## config.mk

```make
export PLATFORM = sky130hd
export DESIGN_NAME = way_fill_decoder
export DESIGN_NICKNAME = d
export VERILOG_FILES = /design/src/rtl/cache_pkg.sv /design/src/rtl/way_onehot_dec.sv /design/src/rtl/way_fill_decoder.sv
export SDC_FILE = /design/constraint.sdc
export NUM_CORES = 1
export LEC_CHECK = 0
export ABC_CLOCK_PERIOD_IN_PS = 1600
export BUFFER_PORTS_ARGS = -buffer_cell sky130_fd_sc_hd__buf_2
export CAP_MARGIN = 15
export CORE_MARGIN = 4
export CORE_UTILIZATION = 49
export CTS_CLUSTER_DIAMETER = 40
export DETAILED_ROUTE_END_ITERATION = 6
export PLACE_DENSITY = 0.85
export SLEW_MARGIN = 20
export SYNTH_ARGS = -nofsm -noshare
export SYNTH_HDL_FRONTEND = slang
export SYNTH_SLANG_ARGS = --single-unit
```

## constraint.sdc

```tcl
create_clock -name clk -period 1.6 [get_ports clk]
set_input_delay 0 -clock clk [delete_from_list [all_inputs] [get_ports clk]]
set_output_delay 0 -clock clk [all_outputs]
set_load 0.05 [all_outputs]
```

## src/rtl/cache_pkg.sv

```systemverilog
// Shared cache constants, the fill-state type and the index-to-one-hot helper.
// Used by the way-fill decoder and by the way-hit encoder on the lookup side.
package cache_pkg;

    localparam int WAYS   = 8;
    localparam int IDX_W  = 3;
    localparam int BEATS  = 4;
    localparam int BEAT_W = 2;

    typedef enum logic {
        IDLE = 1'b0,
        FILL = 1'b1
    } fill_state_t;

    // One-hot word with only bit 'idx' set.
    function automatic logic [WAYS-1:0] way_onehot(input logic [IDX_W-1:0] idx);
        way_onehot      = '0;
        way_onehot[idx] = 1'b1;
    endfunction

endpackage

```

## src/rtl/way_onehot_dec.sv

```systemverilog
// Binary way index to one-hot decoder. The output is all zeros when en is low.
module way_onehot_dec #(
    parameter int WAYS  = 8,
    parameter int IDX_W = 3
) (
    input  logic             en,
    input  logic [IDX_W-1:0] idx,
    output logic [WAYS-1:0]  onehot
);

    // Compare the index against every way number; at most one bit can match.
    always_comb begin
        onehot = '0;
        for (int i = 0; i < WAYS; i++) begin
            if (en && (idx == IDX_W'(i))) begin
                onehot[i] = 1'b1;
            end
        end
    end

endmodule

```

## src/rtl/way_fill_decoder.sv

```systemverilog
// Way fill decoder: accepts a binary way index and drives a one-hot write
// enable into the data RAM banks for BEATS beats of a line fill.
//
// Optional build macro WAY_FILL_LAST_EN adds the last_way output, which
// holds the way of the most recently completed fill (MRU hint).
//
// Request handshake: a request transfers on a rising edge where req_valid
// and req_ready are both high. req_ready is high exactly while idle. A
// transferred request with req_en=0 is consumed without starting a fill.
//
// Beat timing: all outputs are registered. The value of beat_stall seen at an
// edge decides whether the cycle that follows is a write cycle (way_we set)
// or a stall cycle (way_we clear). beat_idx moves on after each write cycle.
module way_fill_decoder
    import cache_pkg::*;
#(
    parameter int WAYS   = cache_pkg::WAYS,
    parameter int IDX_W  = cache_pkg::IDX_W,
    parameter int BEATS  = cache_pkg::BEATS,
    parameter int BEAT_W = cache_pkg::BEAT_W
) (
    input  logic              clk,
    input  logic              rst_n,
    input  logic              req_valid,
    output logic              req_ready,
    input  logic [IDX_W-1:0]  req_way,
    input  logic              req_en,
    input  logic              beat_stall,
    input  logic              abort,
    output logic [WAYS-1:0]   way_we,
    output logic [BEAT_W-1:0] beat_idx,
    output logic              busy,
    output logic              fill_done,
`ifdef WAY_FILL_LAST_EN
    output logic [IDX_W-1:0]  last_way,
`endif
    output fill_state_t       fsm_state
);

    fill_state_t       state;
    logic [IDX_W-1:0]  way_q;
    logic [IDX_W-1:0]  way_next;
    logic              wr_now;
    logic              wr_next;
    logic              last_beat;
    logic [WAYS-1:0]   we_next;

    assign req_ready = (state == IDLE);
    assign fsm_state = state;
    assign wr_now    = |way_we;
    assign last_beat = (beat_idx == BEAT_W'(BEATS - 1));

    // Work out the way and whether the coming cycle writes a beat.
    always_comb begin
        way_next = way_q;
        wr_next  = 1'b0;
        case (state)
            IDLE: begin
                if (req_valid && req_en) begin
                    way_next = req_way;
                    wr_next  = !beat_stall;
                end
            end
            FILL: begin
                if (!abort && !(wr_now && last_beat)) begin
                    wr_next = !beat_stall;
                end
            end
            default: begin
                wr_next = 1'b0;
            end
        endcase
    end

    way_onehot_dec #(
        .WAYS  (WAYS),
        .IDX_W (IDX_W)
    ) u_dec (
        .en     (wr_next),
        .idx    (way_next),
        .onehot (we_next)
    );

    // Fill FSM with registered outputs; abort takes priority over the last beat.
    always_ff @(posedge clk or negedge rst_n) begin
        if (!rst_n) begin
            state     <= IDLE;
            way_q     <= '0;
            way_we    <= '0;
            beat_idx  <= '0;
            busy      <= 1'b0;
            fill_done <= 1'b0;
`ifdef WAY_FILL_LAST_EN
            last_way  <= '0;
`endif
        end else begin
            fill_done <= 1'b0;
            way_we    <= we_next;
            case (state)
                IDLE: begin
                    if (req_valid && req_en) begin
                        state    <= FILL;
                        way_q    <= req_way;
                        beat_idx <= '0;
                        busy     <= 1'b1;
                    end
                end
                FILL: begin
                    if (abort) begin
                        state    <= IDLE;
                        beat_idx <= '0;
                        busy     <= 1'b0;
                    end else if (wr_now) begin
                        if (last_beat) begin
                            state     <= IDLE;
                            beat_idx  <= '0;
                            busy      <= 1'b0;
                            fill_done <= 1'b1;
`ifdef WAY_FILL_LAST_EN
                            last_way  <= way_q;
`endif
                        end else begin
                            beat_idx <= beat_idx + BEAT_W'(1);
                        end
                    end
                end
                default: begin
                    state <= IDLE;
                end
            endcase
        end
    end

endmodule
```

# After elaboration in Yosys (flattened, before gate mapping)
# Index checks and enable logic that the tools add are counted.
totals:
  register_bits: 16
  input_bits: 9
  output_inout_bits: 14
  elab_cells: 69
op_classes:
  addsub: 1
  n_eq_ne: 11
  muxes: 32
  n_bitwise: 1
  reduce_logical: 18
ops:
  columns: ["cell", "count"]
  rows:
  - ["$mux 1", 22]
  - ["$eq 3x3->1 const B", 4]
  - ["$logic_and 1x1->1", 11]
  - ["$mux 2", 4]
  - ["$reduce_or 8->1", 1]
  - ["$eq 3x2->1 const B", 2]
  - ["$mux 3", 2]
  - ["$ne 3x2->1 const B", 2]
  - ["$pmux 1 s2", 3]
  - ["$pmux 2 s2", 1]
  - ["$eq 3x1->1 const B", 1]
  - ["$logic_not 1->1", 3]
  - ["$logic_not 3->1", 1]
  - ["$reduce_and 3->1", 1]
  - ["$add 2x1->2 const B", 1]
  - ["$eq 2x2->1 const B", 1]
  - ["$ne 2x1->1 const B", 1]
  - ["$reduce_and 2->1", 1]
  - ["$not 1->1", 1]

# Logic depth before layout (Yosys ltp)
depth:
  ltp_word: 8
  mapped_depth: 4
  mapped_depth_nobuf: 4

# By module
# A second synthesis with hierarchy kept.
unflattened:
  hier_cells: 48
  area_unflattened_um2: 719.4
modules_own_cells:
  columns: ["module", "instances", "cells_per_inst", "area_each_um2", "seq_area_each_um2"]
  rows:
  - ["way_fill_decoder", 1, 40, 623.1, 400.4]
  - ["way_onehot_dec", 1, 8, 96.3, 0.0]

# Least setup slack after synthesis
# Ideal clock, no wire load.
synth_path:
  path_kind: "reg-to-reg"
  from: "reg state, in the netlist fsm_state"
  to: "reg way_we[0]"
  setup_time_ns: 0.101
  t_arrival_ns: 1.604
  required_time_ns: 1.499
  setup_slack_ns: -0.105
  stages_incl_launch_ff: 5
  path_buffers: 0
  synth_period_minus_slack_ns: 1.705
  path_cell_list: "dfrtp_1 -> and3b_4 -> mux2i_4 -> inv_2 -> nor4_1"
synth_via:
  elab_chain_len: 4
  elab_cells_between_ends: 6
  classes_between: "mux: 3; bitwise: 1; reduce/logical: 2"
synth_rtl:
  columns: ["item", "line", "rtl"]
  rows:
  - ["start: declaration", "way_fill_decoder.sv:40", "fill_state_t state;"]
  - ["start signal: assignment", "way_fill_decoder.sv:87", "state <= IDLE;"]
  - ["start signal: assignment", "way_fill_decoder.sv:102", "state <= FILL;"]
  - ["start signal: assignment", "way_fill_decoder.sv:110", "state <= IDLE;"]
  - ["$mux 3", null, null]
  - ["net u_dec.idx[1]", "way_onehot_dec.sv:7", "input logic [IDX_W-1:0] idx,"]
  - ["$logic_not 3->1", "way_onehot_dec.sv:15", "if (en && (idx == IDX_W'(i))) begin"]
  - ["$logic_and 1x1->1", "way_onehot_dec.sv:15", null]
  - ["$mux 1", "way_onehot_dec.sv:15", null]
  - ["net u_dec.onehot[0]", "way_onehot_dec.sv:8", "output logic [WAYS-1:0] onehot"]
  - ["end signal: assignment", "way_fill_decoder.sv:98", "way_we <= we_next;"]
  - ["end: declaration", "way_fill_decoder.sv:30", "output logic [WAYS-1:0] way_we,"]
# The timed path passes the listed nets, and every way through them passes these cells.
# A chain may end at the register's enable or synchronous reset.

# Final worst setup path
layout_path:
  from: "reg state, in the netlist fsm_state"
  to: "reg way_we[4]"
layout_via:
  elab_chain_len: 4
  elab_cells_between_ends: 6
  classes_between: "eq/ne: 1; mux: 3; bitwise: 1; reduce/logical: 1"
layout_rtl:
  columns: ["item", "line"]
  rows:
  - ["$mux 3", null]
  - ["net u_dec.idx[1]", "way_onehot_dec.sv:7"]
  - ["$eq 3x3->1", "way_onehot_dec.sv:15"]
  - ["$logic_and 1x1->1", "way_onehot_dec.sv:15"]
  - ["$mux 1", "way_onehot_dec.sv:15"]
  - ["net u_dec.onehot[4]", "way_onehot_dec.sv:8"]
# The timed path passes the listed nets, and every way through them passes these cells.

==> results.sh <==
export IMPL_status="finished clean"
export IMPL_synth_seq_cells=16
export IMPL_netlist_instances=67
export IMPL_critPathCaptureType="flip-flop"
export IMPL_relSlewSlack_pct=66.33
export IMPL_synth_top_cells_by_area="dfrtp_1 51%, nor4_1 6.3%, nor4_4 5.4%, mux2_2 4.3%, nor2b_1 4.0%"
export IMPL_ys_warn_count=0
export IMPL_coreArea_sq_um=1506
export IMPL_avgSynthCellArea_sq_um=11.78
export IMPL_r2r_end="way_we[4]"
export IMPL_r2r_start="fsm_state"
export IMPL_whs_endpoint="way_q[1]"
export IMPL_synth_top_cell_by_area="dfrtp_1"
export IMPL_gr_total_overflow=0
export IMPL_power_leakage_uw=0.0005105
export IMPL_hpwl_mm=1.267
export IMPL_worstSetupPathType="reg2reg"
export IMPL_drive_above_1_share_pct=40.59
export IMPL_initial_core_util_pct=52.41
export IMPL_synth_top_cell_area_share_pct=50.71
export IMPL_irDropWorstVdd_mv=0.6943
export IMPL_grt_pass1_wl_mm=2.477
export IMPL_multi_input_area_sq_um=380.4
export IMPL_start_kind="flip-flop"
export IMPL_clkLatencyLatePin_ns=0.29
export IMPL_fin_tns_setup_ns=0
export IMPL_crit_chain="and3b_4 -> mux2i_4 -> inv_2 -> nor4_1"
export IMPL_fillCellCount=117
export IMPL_instances_no_fill=117
export IMPL_r2r_slack_ns=0.01
export IMPL_synth_edf_count=0
export IMPL_dp_cells=108
export IMPL_period_share_pct=99.10
export IMPL_first_pass_iters=2
export IMPL_cts_buffers_inserted=3
export IMPL_worstPathArrival_ns=1.76
export IMPL_wirelength_mm=1.603
export IMPL_skew_ns=0.005024
export IMPL_tightest_slew_ns=0.5041
export IMPL_cts_htree_levels=1
export IMPL_min_delay_start="req_way[1]"
export IMPL_ff2ff_path_depth=4
export IMPL_area_sequential_sq_um=401.6
export IMPL_async_flop_share_pct=100.0
export IMPL_drc=0
export IMPL_drt_met1_wl_microns=694
export IMPL_syn_to_final_growth_pct=30.90
export IMPL_final_util_pct=68.60
export IMPL_cp_max_fo=9
export IMPL_critPathRequiredTime_ns=1.78
export IMPL_antenna_found_initial=0
export IMPL_fmax_mhz=630.7
export IMPL_die_x_microns=48.14
export IMPL_hold_class="in2reg"
export IMPL_hold_path_depth=3
export IMPL_synth_flop_cell="dfrtp_1"
export IMPL_syn_num_nets=77
export IMPL_stdcell_area_sq_um=1033
export IMPL_antenna_cells=0
export IMPL_routedWlPerCell_microns=13.70
export IMPL_io_pins=23
export IMPL_syn_area_sq_um=789.5
export IMPL_maxCapViolCount=0
export IMPL_row_count=14
export IMPL_wl_met3_microns=73
export IMPL_cts_clk_slew_worst_paths_ns=0.09
export IMPL_period_needed_ns=1.586
export IMPL_hold_viol=0
export IMPL_num_vias=653
export IMPL_cp_startpoint="fsm_state"
export IMPL_p_per_area_nw_per_um2=1004
export IMPL_die_y_microns=48.14
export IMPL_setup_viol=0
export IMPL_root_buffer="clkbuf_4"
export IMPL_synth_common_cells="16 x dfrtp_1, 8 x nor4_1, 5 x nand2_1, 5 x nor2b_1"
export IMPL_wl_met2_microns=821
export IMPL_clockBufferDepth=2
export IMPL_grt_pass1_vias=548
export IMPL_final_nets=112
export IMPL_track_usage_pct=15.69
export IMPL_max_stage_delay_ns=0.46
export IMPL_placed_area_sq_um=943.4
export IMPL_slowest_stage="dfrtp_2"
export IMPL_top_layer_used="met4"
export IMPL_ys_types=25
export IMPL_grt_max_degree=17
export IMPL_viasPerCell=5.581
export IMPL_port_buffers=22
export IMPL_finalMaxSlewViolations=0
export IMPL_ys_seq_area_share_pct=50.71
export IMPL_cts_tree="done"
export IMPL_dieArea_sq_um=2317
export IMPL_clkSinkCount=16
export IMPL_drt_iter0_markers=3
export IMPL_ant_nets=0
export IMPL_synth_most_common_cell="dfrtp_1"
export IMPL_finalWeightedCongestion=0.7341
[report_power, final]
part           switching, uW  total, uW  internal (uW)  leakage, uW
clock network            126        264            139    0.0000210
logic                    180        295            115     0.000279
registers               38.9        478            439     0.000210
[worst max-delay path, delay by kind of cell, from the launching register on]
family                 cells  cell delay, ns
AND/OR/NAND/NOR            2            0.68
flip-flops                 1            0.46
multiplexers               1            0.26
buffers and inverters      1            0.08
[cells by family (layout without fill, tap and decap cells)]
kind of cell	count (synthesis)	count (layout)	share of synthesized area, %
fa+ha+maj	1	1	1.585
mux	7	7	10.93
compound gates	9	9	8.717
simple gates	30	30	26.15
buf+inv	4	38	1.901
flops	16	16	50.71
[final cells by class]
cell class | count | share of cell area (%)
multi-input combinational | 47 | 36.80
inverter | 4 | 1.453
clock buffer | 4 | 3.511
timing repair buffer | 30 | 17.43
tap | 16 | 1.937
sequential | 16 | 38.86
[layer usage]
layer	up-vias	global-route usage, %
met5	-	0
met4	0	7.527
met3	4	3.690
met2	14	23.44
met1	311	21.30
li1	324	-
[registers in the layout (all words and copies together) (netlist names)]
register and count:
way_q 3, busy 1, beat_idx 2, fsm_state 1
fill_done 1, way_we 8
[cell usage in the layout, fill, tap and decap left out, types with 3 or more instances in the layout]
cell type      netlist  final
buf_4                0      4
nor2b_1              5      5
dfrtp_1             16     15
dlygate4sd3_1        0      4
inv_1                3      3
mux2_2               3      3
buf_2                0     22
nor4_1               8      7
clkbuf_4             0      3
mux2i_1              3      3
nand2_1              5      5
[timing repair]
action                                  CTS  global route
hold buffers                              4             0
cloned                                    0             0
setup buffers                             0             1
gates resized for setup                   1             0
endpoints found under the setup margin    1             4
hold endpoints to repair                 19             0
[per-stage QoR]
step / setup slack (ns) / hold slack (ns) / power, uW
global placement: 0.1095 / -0.08167 / 756.2
detailed placement: -0.03339 / -0.07271 / 763.8
floorplan: 0.01877 / -0.2956 / 679.5
global route: -0.001258 / 0.02829 / 1098
finish: 0.01448 / 0.02420 / 1038
CTS: 0.01359 / 0.03183 / 1037
[how the worst max path moves through the flow]
stage	slack, ns	to	cells past startpoint
after CTS	0.01	way_we[1]	4
after global routing	-0.001	way_we[5]	4
after detailed placement	-0.03	way_we[1]	4
after floorplan	0.02	way_we[0]	4
after global placement	0.11	way_we[1]	4
final	0.01	way_we[4]	4
(Power assumes the default switching activity.)
